<file path="src/rtl/ifid_fetch_ctrl_pkg.sv">
// Shared opcode encodings, controller state and register-source decode for
// the IF/ID fetch controller and its hazard unit.
package ifid_fetch_ctrl_pkg;

  localparam int WORD_W = 16;

  typedef enum logic [3:0] {
    OP_BR   = 4'b0000,
    OP_ADD  = 4'b0001,
    OP_LDB  = 4'b0010,
    OP_STB  = 4'b0011,
    OP_JSR  = 4'b0100,
    OP_AND  = 4'b0101,
    OP_LDR  = 4'b0110,
    OP_STR  = 4'b0111,
    OP_RTI  = 4'b1000,
    OP_NOT  = 4'b1001,
    OP_LDI  = 4'b1010,
    OP_STI  = 4'b1011,
    OP_JMP  = 4'b1100,
    OP_SHF  = 4'b1101,
    OP_LEA  = 4'b1110,
    OP_TRAP = 4'b1111
  } lc3b_opcode;

  typedef enum logic {
    FETCH = 1'b0,
    HOLD  = 1'b1
  } fetch_state_e;

  // SHF is treated like the other single-source ops so the check stays conservative.
  function automatic logic reads_reg(input logic [WORD_W-1:0] word, input logic [2:0] r);
    logic hit86;
    logic hit20;
    logic hit119;
    logic rd;
    hit86  = (word[8:6] == r);
    hit20  = (word[2:0] == r);
    hit119 = (word[11:9] == r);
    case (lc3b_opcode'(word[15:12]))
      OP_ADD, OP_AND:                            rd = hit86 || (!word[5] && hit20);
      OP_NOT, OP_LDB, OP_LDR, OP_LDI,
      OP_JMP, OP_SHF:                            rd = hit86;
      OP_JSR:                                    rd = !word[11] && hit86;
      OP_STB, OP_STR, OP_STI:                    rd = hit86 || hit119;
      default:                                   rd = 1'b0;
    endcase
    return rd;
  endfunction

endpackage

</file>
<file path="src/rtl/ifid_fetch_ctrl_if.sv">
// Handshake bundle between the fetch controller, the imem port, the PC and
// the IF/ID register.
interface ifid_fetch_ctrl_if #(parameter int STALL_CNT_W = 16);
  import ifid_fetch_ctrl_pkg::*;

  logic                   imem_resp;
  logic [WORD_W-1:0]      imem_rdata;
  logic                   imem_read;
  logic                   pc_load;
  logic                   id_ready;
  logic [3:0]             id_opcode;
  logic [2:0]             id_dest;
  logic                   flush;
  logic                   ifid_load;
  logic [WORD_W-1:0]      ifid_word;
  logic                   ifid_valid;
  logic                   hazard_stall;
  logic [STALL_CNT_W-1:0] stall_cnt;

  modport master (
    input  imem_resp, imem_rdata, id_ready, id_opcode, id_dest, flush,
    output imem_read, pc_load, ifid_load, ifid_word, ifid_valid, hazard_stall, stall_cnt
  );

  modport slave (
    output imem_resp, imem_rdata, id_ready, id_opcode, id_dest, flush,
    input  imem_read, pc_load, ifid_load, ifid_word, ifid_valid, hazard_stall, stall_cnt
  );

endinterface

</file>
<file path="src/rtl/ifid_fetch_ctrl_hazard_unit.sv">
// Load-use detector: flags a word that sources the destination of a load
// currently sitting in IF/ID.
module ifid_hazard_unit
  import ifid_fetch_ctrl_pkg::*;
(
  input  logic [WORD_W-1:0] i_word,
  input  logic [3:0]        i_id_opcode,
  input  logic [2:0]        i_id_dest,
  input  logic              i_ifid_valid,
  output logic              o_haz
);

  logic w_is_load;

  assign w_is_load = (i_id_opcode == OP_LDB) ||
                     (i_id_opcode == OP_LDR) ||
                     (i_id_opcode == OP_LDI);

  assign o_haz = i_ifid_valid && w_is_load && reads_reg(i_word, i_id_dest);

endmodule

</file>
<file path="src/rtl/ifid_fetch_ctrl.sv">
// Fetch sequencer for the IF/ID register: imem handshake, one-word skid
// buffer, load-use bubble insertion and branch flush handling.
module ifid_fetch_ctrl
  import ifid_fetch_ctrl_pkg::*;
#(
  parameter int STALL_CNT_W = 16
) (
  input  logic              clk,
  input  logic              reset_n,
  ifid_fetch_ctrl_if.master bus
);

  fetch_state_e           r_state;
  logic                   r_run;
  logic                   r_imem_read;
  logic                   r_ifid_valid;
  logic                   r_discard;
  logic [WORD_W-1:0]      r_buf;
  logic [STALL_CNT_W-1:0] r_stall_cnt;

  logic              w_in_fetch;
  logic              w_resp_ok;
  logic              w_avail;
  logic              w_adv;
  logic              w_haz;
  logic [WORD_W-1:0] w_word;

  assign w_in_fetch = (r_state == FETCH);
  assign w_resp_ok  = w_in_fetch && r_imem_read && bus.imem_resp && !r_discard;
  assign w_avail    = w_resp_ok || (r_state == HOLD);
  assign w_word     = (r_state == HOLD) ? r_buf : bus.imem_rdata;
  assign w_adv      = !r_ifid_valid || bus.id_ready;

  ifid_hazard_unit u_hazard (
    .i_word       (w_word),
    .i_id_opcode  (bus.id_opcode),
    .i_id_dest    (bus.id_dest),
    .i_ifid_valid (r_ifid_valid),
    .o_haz        (w_haz)
  );

  // r_run keeps every pulse output quiet until the first edge after reset.
  assign bus.imem_read    = r_imem_read;
  assign bus.pc_load      = r_run && !bus.flush && w_resp_ok;
  assign bus.ifid_load    = r_run && (bus.flush || w_adv);
  assign bus.ifid_word    = w_word;
  assign bus.ifid_valid   = r_ifid_valid;
  assign bus.hazard_stall = r_run && !bus.flush && w_avail && w_adv && w_haz;
  assign bus.stall_cnt    = r_stall_cnt;

  always_ff @(posedge clk or negedge reset_n) begin
    if (!reset_n) begin
      r_state      <= FETCH;
      r_run        <= 1'b0;
      r_imem_read  <= 1'b0;
      r_ifid_valid <= 1'b0;
      r_discard    <= 1'b0;
      r_buf        <= '0;
      r_stall_cnt  <= '0;
    end else begin
      r_run       <= 1'b1;
      r_imem_read <= 1'b1;
      if (bus.flush) begin
        // A request still in flight must have its response thrown away.
        r_state      <= FETCH;
        r_ifid_valid <= 1'b0;
        r_discard    <= w_in_fetch && r_imem_read && !bus.imem_resp;
      end else begin
        if (w_in_fetch && bus.imem_resp) begin
          r_discard <= 1'b0;
        end
        if (w_avail) begin
          if (w_adv && !w_haz) begin
            r_state      <= FETCH;
            r_ifid_valid <= 1'b1;
          end else begin
            r_state     <= HOLD;
            r_imem_read <= 1'b0;
            r_buf       <= w_word;
            if (w_adv) begin
              r_ifid_valid <= 1'b0;
            end else if (r_stall_cnt != '1) begin
              r_stall_cnt <= r_stall_cnt + STALL_CNT_W'(1);
            end
          end
        end else if (w_adv) begin
          r_ifid_valid <= 1'b0;
        end
      end
    end
  end

endmodule

</file>
<file path="src/flat_wrapper.sv">
// flat-port wrapper written by rule: the top's interface ports become plain ports
module ifid_fetch_ctrl_flat import ifid_fetch_ctrl_pkg::*;
#(
  parameter int STALL_CNT_W = 16
)
  (clk, reset_n, bus_imem_resp, bus_imem_rdata, bus_id_ready, bus_id_opcode, bus_id_dest, bus_flush, bus_imem_read, bus_pc_load, bus_ifid_load, bus_ifid_word, bus_ifid_valid, bus_hazard_stall, bus_stall_cnt);
  ifid_fetch_ctrl_if #(.STALL_CNT_W(STALL_CNT_W)) bus_i ();
  input  logic clk;
  input  logic reset_n;
  input wire logic [$bits(bus_i.imem_resp)-1:0] bus_imem_resp;
  input wire logic [$bits(bus_i.imem_rdata)-1:0] bus_imem_rdata;
  input wire logic [$bits(bus_i.id_ready)-1:0] bus_id_ready;
  input wire logic [$bits(bus_i.id_opcode)-1:0] bus_id_opcode;
  input wire logic [$bits(bus_i.id_dest)-1:0] bus_id_dest;
  input wire logic [$bits(bus_i.flush)-1:0] bus_flush;
  output wire logic [$bits(bus_i.imem_read)-1:0] bus_imem_read;
  output wire logic [$bits(bus_i.pc_load)-1:0] bus_pc_load;
  output wire logic [$bits(bus_i.ifid_load)-1:0] bus_ifid_load;
  output wire logic [$bits(bus_i.ifid_word)-1:0] bus_ifid_word;
  output wire logic [$bits(bus_i.ifid_valid)-1:0] bus_ifid_valid;
  output wire logic [$bits(bus_i.hazard_stall)-1:0] bus_hazard_stall;
  output wire logic [$bits(bus_i.stall_cnt)-1:0] bus_stall_cnt;
  assign bus_i.imem_resp = bus_imem_resp;
  assign bus_i.imem_rdata = bus_imem_rdata;
  assign bus_i.id_ready = bus_id_ready;
  assign bus_i.id_opcode = bus_id_opcode;
  assign bus_i.id_dest = bus_id_dest;
  assign bus_i.flush = bus_flush;
  assign bus_imem_read = bus_i.imem_read;
  assign bus_pc_load = bus_i.pc_load;
  assign bus_ifid_load = bus_i.ifid_load;
  assign bus_ifid_word = bus_i.ifid_word;
  assign bus_ifid_valid = bus_i.ifid_valid;
  assign bus_hazard_stall = bus_i.hazard_stall;
  assign bus_stall_cnt = bus_i.stall_cnt;
  ifid_fetch_ctrl #(.STALL_CNT_W(STALL_CNT_W)) u_core (.clk(clk), .reset_n(reset_n), .bus(bus_i));
endmodule
</file>
<file path="config.mk">
export PLATFORM = sky130hd
export DESIGN_NAME = ifid_fetch_ctrl_flat
export DESIGN_NICKNAME = d
export VERILOG_FILES = /design/src/rtl/ifid_fetch_ctrl_pkg.sv /design/src/rtl/ifid_fetch_ctrl_if.sv /design/src/rtl/ifid_fetch_ctrl_hazard_unit.sv /design/src/rtl/ifid_fetch_ctrl.sv /design/src/flat_wrapper.sv
export SDC_FILE = /design/constraint.sdc
export NUM_CORES = 1
export LEC_CHECK = 0
export BUFFER_PORTS_ARGS = -buffer_cell sky130_fd_sc_hd__buf_2
export CORE_ASPECT_RATIO = 0.6
export CORE_UTILIZATION = 47
export CTS_BUF_LIST = sky130_fd_sc_hd__clkbuf_2 sky130_fd_sc_hd__clkbuf_4 sky130_fd_sc_hd__clkbuf_8
export DETAILED_ROUTE_END_ITERATION = 8
export PLACE_DENSITY = 0.82
export SETUP_SLACK_MARGIN = 0.4
export SYNTH_ARGS = -nofsm -noshare
export SYNTH_HDL_FRONTEND = slang
export SYNTH_SLANG_ARGS = --single-unit
</file>
<file path="constraint.sdc">
create_clock -name clk -period 2.4 [get_ports clk]
set_input_delay 0.12 -clock clk [delete_from_list [all_inputs] [get_ports clk]]
set_output_delay 0.12 -clock clk [all_outputs]
set_load 0.02 [all_outputs]
</file>
==> metrics.md <==
| Metric | Value |
|---|---|
| Max-slew violations | 0 |
| Internal power | 0.00128 W |
| Fmax | 0.419 GHz |
| Avg Cell Area, Syn | 11.9 sq um |
| Top cells by area, synth | dfrtp_1 (46%), mux2_2 (13%), mux2_4 (6.8%) |
| Clk pwr share | 0.322 |
| Design Power | 0.00175 W |
| Max Cap Viol | 0 |
| Die W | 86.1 um |
| Largest net degree at the start of global routing | 38 |
| RSZ-0062 raised after global routing | true |
| Clock-pin slew on the worst setup and hold paths | 0.08 ns |
| Detailed Place HPWL | 3.21 mm |
| Post-Place Cell Area | 2440 sq um |
| Top-count cell post-synth | dfrtp_1 |
| All-Layer GR Usage | 0.208 |
| ANT nets after route | 0 |
| CP Launch Type | flip-flop |
| Total core area | 3850 sq um |
| CP max FO | 20 |
| Pwr dens | 656 nW/um^2 |
| Clk sinks | 37 |
| Final Hold Fails | 0 |
| Sequential-to-total area share from yosys stat | 0.464 |
| Die Y | 52.5 um |
| EDFF count, synth | 0 |
| Antenna violations before repair | 0 |
| Setup WS post-layout | 0.0132 ns |
| Status | finished clean |
| Final WL | 4.31 mm |
| Setup Slack @ Placement | 0.0155 ns |
| DR pass1 iterations | 4 |
| DR DRC count | 0 |
| Top cell type's share of synthesized area | 0.464 |
| Final min period | 2.39 ns |
| Std cell rows | 17 |
| Filler instances | 281 |
| Top cells by count, synth | dfrtp_1 (37), mux2_2 (23), xnor2_1 (14) |
| CTS H-Tree Depth | 2 |
| Logic pwr share | 0.216 |
| Area growth syn-to-layout | 33.8% |
| Mapped cell area | 1990 sq um |
| CTS Buf Count | 5 |
| Max VDD drop | 0.393 mV |
| Buffers on Ports | 64 |
| Cell variety after synth | 38 |
| Vias in the first global route | 1427 |
| Gate Count Post-Synth | 167 |
| CP required | 2.58 ns |
| # diodes | 0 |
| RD Place Congestion | 0.803 |
| DR vias | 1537 |
| Slew @ Worst Pin | 0.825 ns |
| Initial DRC Count | 38 |
| Clock Latency Late Sink | 0.28 ns |
| CP Class | flip-flop to flip-flop |
| Setup violations, final | 0 |
| Final Cycle Share | 0.994 |
| Synth Register Bits | 37 |
| Post-Syn Nets | 196 |
| Ys Warns | 0 |
| Setup TNS | 0 ns |
| Global route overflow | 0 |
| Switch share | 0.266 |
| Register area | 926 sq um |
| TritonCTS clock tree | built |
| Leakage | 1.26 nW |
| Clock Skews | 0.00881 ns |
| Switching Power | 0.000466 W |
| Min-Delay Path Class | input port to flip-flop |
| Slew Limit Headroom | 0.450 |
| Vias per cell | 5.09 |
| Final net count | 273 |
| Predominant post-synthesis flop cell | dfrtp_1 |
| Worst hold slack | 0.0337 ns |
| Avg WL per Cell | 14.3 um |
| Starting density of the core | 0.518 |
| I/O Pins | 65 |
| CP endpoint kind | flip-flop |
| Share of cells above drive strength 1 | 0.527 |
| CTS Root Cell | clkbuf_8 |
| First-pass GRT wire length | 6.96 mm |
| Sequential Power Share | 0.463 |
| Synth area leader | dfrtp_1 |
| Crit path DAT | 2.56 ns |
| DIE AREA | 4520 sq um |
| Async S/R FF share, synth | 1.00 |
| Final Cell Area | 2670 sq um |
| Multi-input logic area | 1110 sq um |
| Max clock buf depth | 2 |
==> state kept, by name, summed over array words and instances (netlist names) <==
register,flops
u_core.bus.stall_cnt,16
u_core.r_buf,16
u_core.bus.ifid_valid,1
u_core.bus.imem_read,1
u_core.r_discard,1
u_core.r_run,1
u_core.r_state,1
==> worst max-delay path, stage by stage, from the launching register on <==
cell	delay, ns
dfrtp_1	0.40
buf_12	0.18
mux2_4	0.35
xor2_2	0.15
nor4_2	0.26
o2111ai_2	0.18
a31oi_4	0.22
buf_12	0.18
mux2_2	0.34
==> logic make-up (layout without fill, tap and decap cells) <==
| logic type | count (synthesis) | count (layout) | synth area share |
|---|---|---|---|
| muxes | 33 | 33 | 0.203 |
| DFF | 37 | 37 | 0.464 |
| and+or+nand+nor | 46 | 46 | 0.127 |
| xor gates and xnor gates | 25 | 25 | 0.110 |
| other | 1 | 1 | 0.00188 |
| AOI/OAI and AO/OA | 16 | 16 | 0.0634 |
| buffers and inverters | 8 | 86 | 0.0251 |
| adders and majority gates | 1 | 1 | 0.00627 |
==> what timing repair did <==
action	4_1_cts	5_1_grt
gates resized for setup	8	11
gates cloned	0	0
endpoints found under the hold margin	37	0
setup buffers	1	0
setup endpoints to repair	21	31
hold buffers	1	0
pin swaps	0	3
==> area by class of cell <==
class                      count  share of cell area
multi-input combinational    122               0.417
sequential                    37               0.347
timing repair buffer          73               0.157
clock buffer                   7              0.0338
tap                           57              0.0267
clock inverter                 1              0.0113
inverter                       5             0.00704
==> path summary, 6_finish.rpt <==
path                                               from                        to  slack (ns)  cells after the start
worst max-delay path                     u_core.r_state           u_core.r_buf[6]        0.01                      8
worst min-delay path                      bus_imem_resp          u_core.r_discard        0.03                      2
worst max register to register           u_core.r_state           u_core.r_buf[6]        0.01                      8
worst min register to register  u_core.bus.stall_cnt[6]   u_core.bus.stall_cnt[6]        0.49                      1
max in group asynchronous                       reset_n  u_core.bus.stall_cnt[13]        1.40                      2
min in group asynchronous                       reset_n           u_core.r_buf[4]        0.48                      2
==> power by group through the flow <==
stage	clock network [W]	logic [W]	registers [W]
global placement	0	0.000351	0.000814
detailed placement	0	0.000358	0.000817
global route	0.000598	0.000408	0.000824
finish	0.000563	0.000378	0.000810
floorplan	0	0.000228	0.000822
CTS	0.000575	0.000371	0.000808
==> cells in the final DEF (no fill, tap or decap), types with 2 or more instances in the layout <==
cell	netlist	routed
buf_2	1	63
dfrtp_1	37	37
mux2_2	23	19
xnor2_1	14	14
mux2_4	9	13
nand2_1	11	11
xor2_1	11	10
nand3_1	9	8
buf_4	0	7
clkbuf_8	0	6
inv_1	4	4
nand2b_1	4	4
nand4_1	4	4
nor2_1	3	3
nor3_2	0	3
nor2b_1	2	2
and4_1	2	2
a31oi_2	0	2
a21oi_2	0	2
a21oi_1	4	2
buf_12	0	2
==> routing by layer <==
layer / wire length [um] / GRT usage / vias up
li1: - / - / 750
met1: 2240 / 0.298 / 751
met2: 1850 / 0.296 / 34
met3: 214 / 0.0661 / 2
met4: 14 / 0.0639 / 0
met5: 0 / 0 / -
==> stage by stage <==
stage | std cells | util
finish | 302 | 0.693
CTS | 302 | 0.678
floorplan | 167 | -
detailed placement | 292 | 0.633
global route | 302 | 0.693
global placement | 292 | 0.633
No activity file was read; power rests on OpenSTA's default activity.
